**config.mk**
```make
export PLATFORM = sky130hd
export DESIGN_NAME = aurora_os_detector
export DESIGN_NICKNAME = d
export VERILOG_FILES = /design/src/rtl/aurora_os_detector.sv
export SDC_FILE = /design/constraint.sdc
export NUM_CORES = 1
export LEC_CHECK = 0
export CORE_UTILIZATION = 39
export DETAILED_ROUTE_END_ITERATION = 10
export HOLD_SLACK_MARGIN = 0.12
export MAX_ROUTING_LAYER = met4
export PLACE_DENSITY_LB_ADDON = 0.1
export SYNTH_ARGS = -nofsm -noshare
export SYNTH_HDL_FRONTEND = slang
export SYNTH_SLANG_ARGS = --single-unit
```
**constraint.sdc**
```tcl
create_clock -name clk -period 4.1 [get_ports clk]
set_input_delay 0.615 -clock clk [delete_from_list [all_inputs] [get_ports clk]]
set_output_delay 0.615 -clock clk [all_outputs]
set_load 0.1 [all_outputs]
```
**src/rtl/aurora_os_detector.sv**
```systemverilog
// Per-lane Aurora 8B/10B receive ordered-set detector: classifies the decoded character stream
// into ordered-set reports, extracts SUF/SNF payloads and forwards data characters.
module aurora_os_detector #(
    parameter int unsigned LANE_SEQ_LEN  = 3,
    parameter int unsigned ERR_CNT_WIDTH = 8
) (
    input  logic                     clk,
    input  logic                     rst_n,
    input  logic [7:0]               rx_data,
    input  logic                     rx_is_k,
    input  logic                     rx_valid,
    input  logic                     rx_err,
    output logic [3:0]               os_type,
    output logic                     os_valid,
    output logic [7:0]               os_payload,
    output logic [7:0]               data_out,
    output logic                     data_valid,
    output logic                     err,
    output logic [ERR_CNT_WIDTH-1:0] err_cnt
);

    typedef enum logic [3:0] {
        OS_NONE = 4'd0, OS_K = 4'd1, OS_R = 4'd2, OS_A = 4'd3, OS_I = 4'd4, OS_P = 4'd5,
        OS_SCP = 4'd6, OS_ECP = 4'd7, OS_CC = 4'd8, OS_SUF = 4'd9, OS_SNF = 4'd10,
        OS_SP = 4'd11, OS_SPA = 4'd12, OS_VER = 4'd13
    } ordered_sets_e;

    typedef enum logic [2:0] {S_IDLE, S_LANE, S_SCP2, S_ECP2, S_CC2, S_FLOW} state_e;

    localparam int unsigned CntW = $clog2(LANE_SEQ_LEN + 1);
    localparam logic [CntW:0] SeqLen = (CntW + 1)'(LANE_SEQ_LEN);

    function automatic ordered_sets_e lane_kind(input logic [7:0] b);
        case (b)
            8'h95:   return OS_SP;
            8'hB5:   return OS_SPA;
            8'h4A:   return OS_VER;
            default: return OS_NONE;
        endcase
    endfunction

    state_e                   state_q, state_d;
    logic [CntW-1:0]          cnt_q, cnt_d;
    logic [CntW:0]            cnt_inc;
    logic [7:0]               exp_q, exp_d;  // 0x00 marks "expected byte not yet seen"
    ordered_sets_e            flow_q, flow_d;
    ordered_sets_e            os_type_q, os_type_d;
    logic                     os_valid_q, os_valid_d;
    logic [7:0]               os_payload_q, os_payload_d;
    logic [7:0]               data_out_q, data_out_d;
    logic                     data_valid_q, data_valid_d;
    logic                     err_q, err_d;
    logic [ERR_CNT_WIDTH-1:0] err_cnt_q, err_cnt_d;
    logic                     redecode;
    logic [7:0]               second_char;
    ordered_sets_e            pair_kind;

    assign cnt_inc = {1'b0, cnt_q} + 1'b1;

    always_comb begin
        second_char = 8'hFC;
        pair_kind   = OS_CC;
        if (state_q == S_SCP2) begin
            second_char = 8'hFB;
            pair_kind   = OS_SCP;
        end else if (state_q == S_ECP2) begin
            second_char = 8'hFE;
            pair_kind   = OS_ECP;
        end
    end

    always_comb begin
        state_d      = state_q;
        cnt_d        = cnt_q;
        exp_d        = exp_q;
        flow_d       = flow_q;
        os_type_d    = OS_NONE;
        os_valid_d   = 1'b0;
        os_payload_d = '0;
        data_out_d   = '0;
        data_valid_d = 1'b0;
        err_d        = 1'b0;
        err_cnt_d    = err_cnt_q;
        redecode     = 1'b0;
        if (rx_valid) begin
            if (rx_err) begin
                err_d   = 1'b1;
                state_d = S_IDLE;
            end else begin
                case (state_q)
                    S_IDLE: redecode = 1'b1;
                    S_LANE: begin
                        // Any K aborts the sequence; 0xBC restarts it through the idle decode
                        if (rx_is_k) begin
                            redecode = 1'b1;
                        end else if (exp_q == 8'h00) begin
                            if (lane_kind(rx_data) != OS_NONE) begin
                                exp_d = rx_data;
                                cnt_d = CntW'(1);
                                if (SeqLen == (CntW + 1)'(1)) begin
                                    os_valid_d = 1'b1;
                                    os_type_d  = lane_kind(rx_data);
                                    state_d    = S_IDLE;
                                end
                            end else begin
                                data_valid_d = 1'b1;
                                data_out_d   = rx_data;
                                state_d      = S_IDLE;
                            end
                        end else if (rx_data == exp_q) begin
                            if (cnt_inc == SeqLen) begin
                                os_valid_d = 1'b1;
                                os_type_d  = lane_kind(exp_q);
                                state_d    = S_IDLE;
                            end else begin
                                cnt_d = cnt_inc[CntW-1:0];
                            end
                        end else begin
                            err_d   = 1'b1;
                            state_d = S_IDLE;
                        end
                    end
                    S_SCP2, S_ECP2, S_CC2: begin
                        if (rx_is_k && rx_data == second_char) begin
                            os_valid_d = 1'b1;
                            os_type_d  = pair_kind;
                            state_d    = S_IDLE;
                        end else begin
                            err_d    = 1'b1;
                            redecode = 1'b1;
                        end
                    end
                    S_FLOW: begin
                        if (!rx_is_k) begin
                            os_valid_d   = 1'b1;
                            os_type_d    = flow_q;
                            os_payload_d = rx_data;
                            state_d      = S_IDLE;
                        end else begin
                            err_d    = 1'b1;
                            redecode = 1'b1;
                        end
                    end
                    default: state_d = S_IDLE;
                endcase

                if (redecode) begin
                    state_d = S_IDLE;
                    if (!rx_is_k) begin
                        data_valid_d = 1'b1;
                        data_out_d   = rx_data;
                    end else begin
                        case (rx_data)
                            8'h1C: begin os_valid_d = 1'b1; os_type_d = OS_R; end
                            8'h7C: begin os_valid_d = 1'b1; os_type_d = OS_A; end
                            8'h3C: begin os_valid_d = 1'b1; os_type_d = OS_I; end
                            8'hF7: begin os_valid_d = 1'b1; os_type_d = OS_P; end
                            8'hBC: begin
                                os_valid_d = 1'b1;
                                os_type_d  = OS_K;
                                state_d    = S_LANE;
                                cnt_d      = '0;
                                exp_d      = 8'h00;
                            end
                            8'h5C: state_d = S_SCP2;
                            8'hFD: state_d = S_ECP2;
                            8'hFC: state_d = S_CC2;
                            8'h9C: begin state_d = S_FLOW; flow_d = OS_SUF; end
                            8'hDC: begin state_d = S_FLOW; flow_d = OS_SNF; end
                            // Only one err per character even when already flagged above
                            default: err_d = 1'b1;
                        endcase
                    end
                end
            end
            if (err_d && err_cnt_q != '1) err_cnt_d = err_cnt_q + 1'b1;
        end
    end

    always_ff @(posedge clk or negedge rst_n) begin
        if (!rst_n) begin
            state_q      <= S_IDLE;
            cnt_q        <= '0;
            exp_q        <= 8'h00;
            flow_q       <= OS_SUF;
            os_type_q    <= OS_NONE;
            os_valid_q   <= 1'b0;
            os_payload_q <= '0;
            data_out_q   <= '0;
            data_valid_q <= 1'b0;
            err_q        <= 1'b0;
            err_cnt_q    <= '0;
        end else begin
            state_q      <= state_d;
            cnt_q        <= cnt_d;
            exp_q        <= exp_d;
            flow_q       <= flow_d;
            os_type_q    <= os_type_d;
            os_valid_q   <= os_valid_d;
            os_payload_q <= os_payload_d;
            data_out_q   <= data_out_d;
            data_valid_q <= data_valid_d;
            err_q        <= err_d;
            err_cnt_q    <= err_cnt_d;
        end
    end

    assign os_type    = os_type_q;
    assign os_valid   = os_valid_q;
    assign os_payload = os_payload_q;
    assign data_out   = data_out_q;
    assign data_valid = data_valid_q;
    assign err        = err_q;
    assign err_cnt    = err_cnt_q;

endmodule

```
==> flow_summary.json, run 1 <==
{
  "syn2layout_area_growth_pct": 23.5,
  "synth_ff_type": "dfrtp_1",
  "final_cell_mix": "dfrtp_1, clkdlybuf4s50_1, nand2_1",
  "grt_overflow": 0,
  "synth-seq-cells": 46,
  "reg2reg_slack_ns": 1.50,
  "syn_area_um2": 2640,
  "setup_viol": 0,
  "ant_nets": 0,
  "tns_ns": 0,
  "synth_nets": 294,
  "initial_core_util": 0.410,
  "synth.distinct_cells": 61,
  "final_common_cell": "dfrtp_1",
  "gp_congestion": 0.960,
  "root_buffer": "clkbuf_8",
  "hold_viol": 0,
  "drt_iter0_drc": 217,
  "start_kind": "primary input",
  "tightest_slew_ns": 1.04,
  "routed_wl_mm": 6.61,
  "ir_drop_v": 0.000631,
  "cts_hold_buf": 0,
  "yosysSeqAreaShare": 0.437,
  "synth_edf_count": 0,
  "status": "finished with violations",
  "vias_per_cell": 5.60,
  "fmax_mhz": 312,
  "worstSetupEndpointType": "flip-flop",
  "max_cap_violations": 0,
  "rsz0062_at_grt": "false",
  "firstDrtPassIters": 7,
  "dp_hpwl_mm": 4.74,
  "path_class": "in2reg",
  "critPathTopFamily": "simple AND/OR/NAND/NOR gates",
  "cts_resized": 0,
  "wl_per_cell_um": 16.6,
  "r2r-start": "state_q[2]",
  "fin_crit_ns": 3.20,
  "async_reset_ff_frac": 1.00,
  "htreeDepth": 2,
  "crit_chain": "clkdlybuf4s50_1 -> xor2_1 -> and3_1 -> o211a_1 -> or4b_1 -> a21oi_2 -> mux2_1",
  "tritoncts": "built",
  "syn_area_per_cell_um2": 9.48,
  "total_power_mw": 1.32,
  "core_um2": 6420,
  "clk_pin_slew_ns": 0.09,
  "cp_slowest_stage_delay_ns": 0.72,
  "cts_buffer_depth": 2,
  "row_count": 29,
  "worst-path-max-fanout": 16,
  "grt_pass1_vias": 2067,
  "fin_crit_sh": 0.781,
  "antenna_found_initial": 0,
  "grt_use_total": 0.204,
  "clkLatencyLatePin_ns": 0.30,
  "n_fill_cell": 594,
  "r2r_cells": 6,
  "violations": "design-rule violations",
  "dieArea_um2": 7090,
  "grt_start_max_net_pins": 47,
  "leakage_nw": 1.47,
  "p_per_area_nw_per_um2": 405,
  "worstPathRequired_ns": 4.29,
  "layout-drive-gt1-share": 0.0839,
  "port_buffers": 43,
  "fp.dieH_um": 84.2,
  "drc_errors": 6,
  "cts_buffers": 5,
  "ioPinCount": 44,
  "cts.sinks": 46,
  "ys_warn_count": 0,
  "slowest_stage": "or4b_1",
  "crit_buf_inv": 1,
  "final_max_slew_viol_count": 0,
  "fin_nets": 337,
  "die-width_um": 84.2,
  "rr_endpoint": "err_cnt[1]",
  "max_slew_margin": 0.310,
  "vias": 2234,
  "fin_hold_ws_ns": 0.482,
  "grt_pass1_wl_mm": 11.0,
  "syn_inst": 278,
  "n_antenna_cell": 0,
  "fin_skew_ns": 0.0126,
  "cts_setup_buffers": 0,
  "worst_ep_arrival_time_ns": 3.39,
  "hp-class": "in2async"
}
## per-stage QoR
stage	utilization	setup WS [ns]	std cells	cell area, um^2
global route	0.507	0.789	399	3250
floorplan	-	1.61	278	2640
global placement	0.490	0.634	391	3150
CTS	0.507	0.940	399	3250
detailed placement	0.490	0.618	391	3150
finish	0.507	0.898	399	3250
## power breakdown
| group | leakage (nW) | internal [mW] | switching, mW |
|---|---|---|---|
| clock | 0.0524 | 0.183 | 0.154 |
| sequential | 0.619 | 0.488 | 0.0386 |
| combinational | 0.798 | 0.116 | 0.339 |
## cells in the mapped netlist (all sizes together), types with 3 or more instances
master	count	area share
ha	3	0.014
or4b	3	0.011
nor2	14	0.020
and3	6	0.014
clkbuf	7	0.010
nand3	15	0.028
buf	7	0.013
nor2b	5	0.012
nor3	8	0.015
dfrtp	45	0.43
a21o	4	0.011
nand2b	8	0.022
nand4	7	0.017
o21a	5	0.014
xor2	11	0.037
o22ai	5	0.012
nand2	23	0.033
and2	18	0.043
nor4	4	0.0095
o21ai	5	0.0095
a21oi	17	0.034
inv	9	0.013
a211oi	3	0.015
mux2	8	0.036
## how the worst max path moves through the flow
stage	slack [ns]	depth (start not counted)	startpoint	endpoint
2_1_floorplan	1.61	8	rx_data[3]	err_cnt[1]
3_3_place_gp	0.63	7	rx_data[0]	err_cnt[1]
3_5_place_dp	0.62	7	rx_data[0]	err_cnt[1]
4_1_cts	0.94	7	rx_data[0]	err_cnt[1]
5_1_grt	0.79	7	rx_data[0]	err_cnt[1]
6_report	0.90	7	rx_data[0]	err_cnt[1]
## final cells by class
cell class,instances,area [um^2],share of cell area
Clock inverter,1,30.0,0.00923
Inverter,9,33.8,0.0104
Clock buffer,7,76.3,0.0235
Sequential cell,46,1150,0.354
Timing Repair Buffer,50,478,0.147
Tap cell,77,96.3,0.0296
Multi-Input combinational cell,209,1390,0.426
## cell families after synthesis
logic type | count (synthesis) | synth area share
AND/OR/NAND/NOR | 126 | 0.273
AO/OA/AOI/OAI | 57 | 0.153
flip-flops | 46 | 0.437
buffers and inverters | 23 | 0.0361
XOR/XNOR | 13 | 0.0432
multiplexers | 10 | 0.0432
adder cells (fa/ha/maj) | 3 | 0.0142
## registers in the layout (all words and copies together) (netlist names)
name        count
data_out        8
err_cnt         8
exp_q           8
os_payload      8
os_type         4
state_q         3
cnt_q           2
flow_q          2
data_valid      1
err             1
os_valid        1
## metal layers
layer,global-route usage,share of wire
met4,0.0627,0.019
met2,0.284,0.43
met1,0.299,0.50
met5,-,0
met3,0.0383,0.047
Power figures use the tool's default switching activity.
==> inputs of run 2 (changes only) <==
Clock period 4.1 ns to 3.2 ns, I/O delays scaled along.
==> flow_summary.json, run 2 (synthesis results as in run 1) <==
{
  "cts_buffers": 5,
  "tns_ns": 0,
  "fin_cells": 411,
  "cts_hold_buf": 0,
  "ir_drop_v": 0.000746,
  "ioPinCount": 44,
  "clk_pin_slew_ns": 0.08,
  "r2r_cells": 6,
  "status": "finished with violations",
  "routed_wl_mm": 6.47,
  "leakage_nw": 1.53,
  "dpl.cell_count": 404,
  "hp-class": "in2async",
  "die-width_um": 84.2,
  "path_class": "in2reg",
  "gp_congestion": 0.898,
  "syn2layout_area_growth_pct": 25.0,
  "dp_slack_ns": 0.0784,
  "wl_per_cell_um": 15.7,
  "cts_resized": 0,
  "vias_per_cell": 5.53,
  "worstPathRequired_ns": 3.38,
  "rr_endpoint": "err_cnt[1]",
  "r2r-start": "state_q[1]",
  "fin_skew_ns": 0.00629,
  "max_cap_violations": 0,
  "worst-path-max-fanout": 11,
  "fin_crit_ns": 2.81,
  "row_count": 29,
  "violations": "design-rule violations",
  "core_um2": 6420,
  "vias": 2272,
  "setup_slack_ns": 0.386,
  "cts.sinks": 46,
  "hold_viol": 0,
  "cts_buffer_depth": 2,
  "cp_slowest_stage_delay_ns": 0.63,
  "rsz0062_at_grt": "false",
  "fp.dieH_um": 84.2,
  "fin_nets": 350,
  "clkLatencyLatePin_ns": 0.30,
  "dieArea_um2": 7090,
  "grt_start_max_net_pins": 47,
  "grt_overflow": 0,
  "worst_ep_arrival_time_ns": 2.99,
  "max_slew_margin": 0.342,
  "crit_buf_inv": 1,
  "htreeDepth": 2,
  "start_kind": "primary input",
  "setup_viol": 0,
  "fmax_mhz": 355,
  "grt_use_total": 0.204,
  "grt_pass1_vias": 2193,
  "antenna_found_initial": 0,
  "slowest_stage": "or4b_1",
  "final_common_cell": "dfrtp_1",
  "crit_chain": "clkdlybuf4s50_1 -> and4b_1 -> and4_1 -> o21ai_0 -> or4b_1 -> a21oi_2 -> mux2_1",
  "critPathTopFamily": "simple AND/OR/NAND/NOR gates",
  "cts_setup_buffers": 0,
  "n_antenna_cell": 0,
  "root_buffer": "clkbuf_8",
  "tritoncts": "built",
  "p_per_area_nw_per_um2": 480,
  "layout-drive-gt1-share": 0.150,
  "firstDrtPassIters": 7,
  "drt_iter0_drc": 161,
  "final_max_slew_viol_count": 0,
  "ant_nets": 0,
  "fin_crit_sh": 0.879,
  "final_cell_mix": "dfrtp_1, clkdlybuf4s50_1, buf_4",
  "worstSetupEndpointType": "flip-flop",
  "drc_errors": 6,
  "reg2reg_slack_ns": 0.67,
  "port_buffers": 43,
  "grt_pass1_wl_mm": 11.1,
  "dp_hpwl_mm": 4.87,
  "initial_core_util": 0.410,
  "tightest_slew_ns": 0.984
}
-- run 2: cell count changes in the layout (fill, tap and decap cells not counted), sizes merged --
cell,previous run,this run
clkdlybuf4s50,42,31
bufinv,1,0
buf,8,32
-- run 2: per-layer routing --
metal | up-vias | GRT usage | share of wire
li1 | 1111 | - | -
met1 | 1078 | 0.293 | 0.49
met2 | 76 | 0.289 | 0.44
met3 | 7 | 0.0413 | 0.058
met4 | 0 | 0.0627 | 0.013
met5 | - | - | 0
-- run 2: per-stage QoR --
step / util / cell area [um^2] / hold slack, ns / total power, mW
2_1_floorplan: - / 2640 / 0.184 / 1.11
3_3_place_gp: 0.501 / 3220 / 0.461 / 1.26
3_5_place_dp: 0.501 / 3220 / 0.479 / 1.27
4_1_cts: 0.513 / 3290 / 0.387 / 1.60
5_1_grt: 0.513 / 3290 / 0.423 / 1.66
6_report: 0.513 / 3290 / 0.337 / 1.58
-- run 2: worst max-delay path by stage --
stage / to / slack (ns) / depth (start not counted) / startpoint
finish: err_cnt[1] / 0.39 / 7 / rx_data[6]
global route: flow_q[1] / 0.25 / 8 / rx_data[0]
floorplan: err_cnt[1] / 0.85 / 8 / rx_data[3]
global placement: err_cnt[1] / 0.11 / 7 / rx_data[6]
CTS: err_cnt[1] / 0.39 / 7 / rx_data[6]
detailed placement: err_cnt[1] / 0.08 / 7 / rx_data[6]
-- run 2: worst reg2reg max path, stage by stage, from the launching register on --
cell and delay (ns):
dfrtp_1 0.59, nand2b_4 0.10, mux2_4 0.33, o211a_1 0.12, or4b_1 0.69, a21oi_2 0.24
mux2_1 0.34
-- run 2: area by class of cell --
type                       count  area, um^2
clock buffer                   7        76.3
fill                         594        3130
inverter                       9        33.8
multi-input combinational    209        1390
sequential                    46        1150
tap                           77        96.3
timing repair buffer          63         548
-- run 2: power breakdown --
| part | total, mW | switching [mW] | internal, mW |
|---|---|---|---|
| Sequential | 0.676 | 0.0504 | 0.625 |
| Clock | 0.330 | 0.180 | 0.151 |
| Combinational | 0.577 | 0.435 | 0.142 |
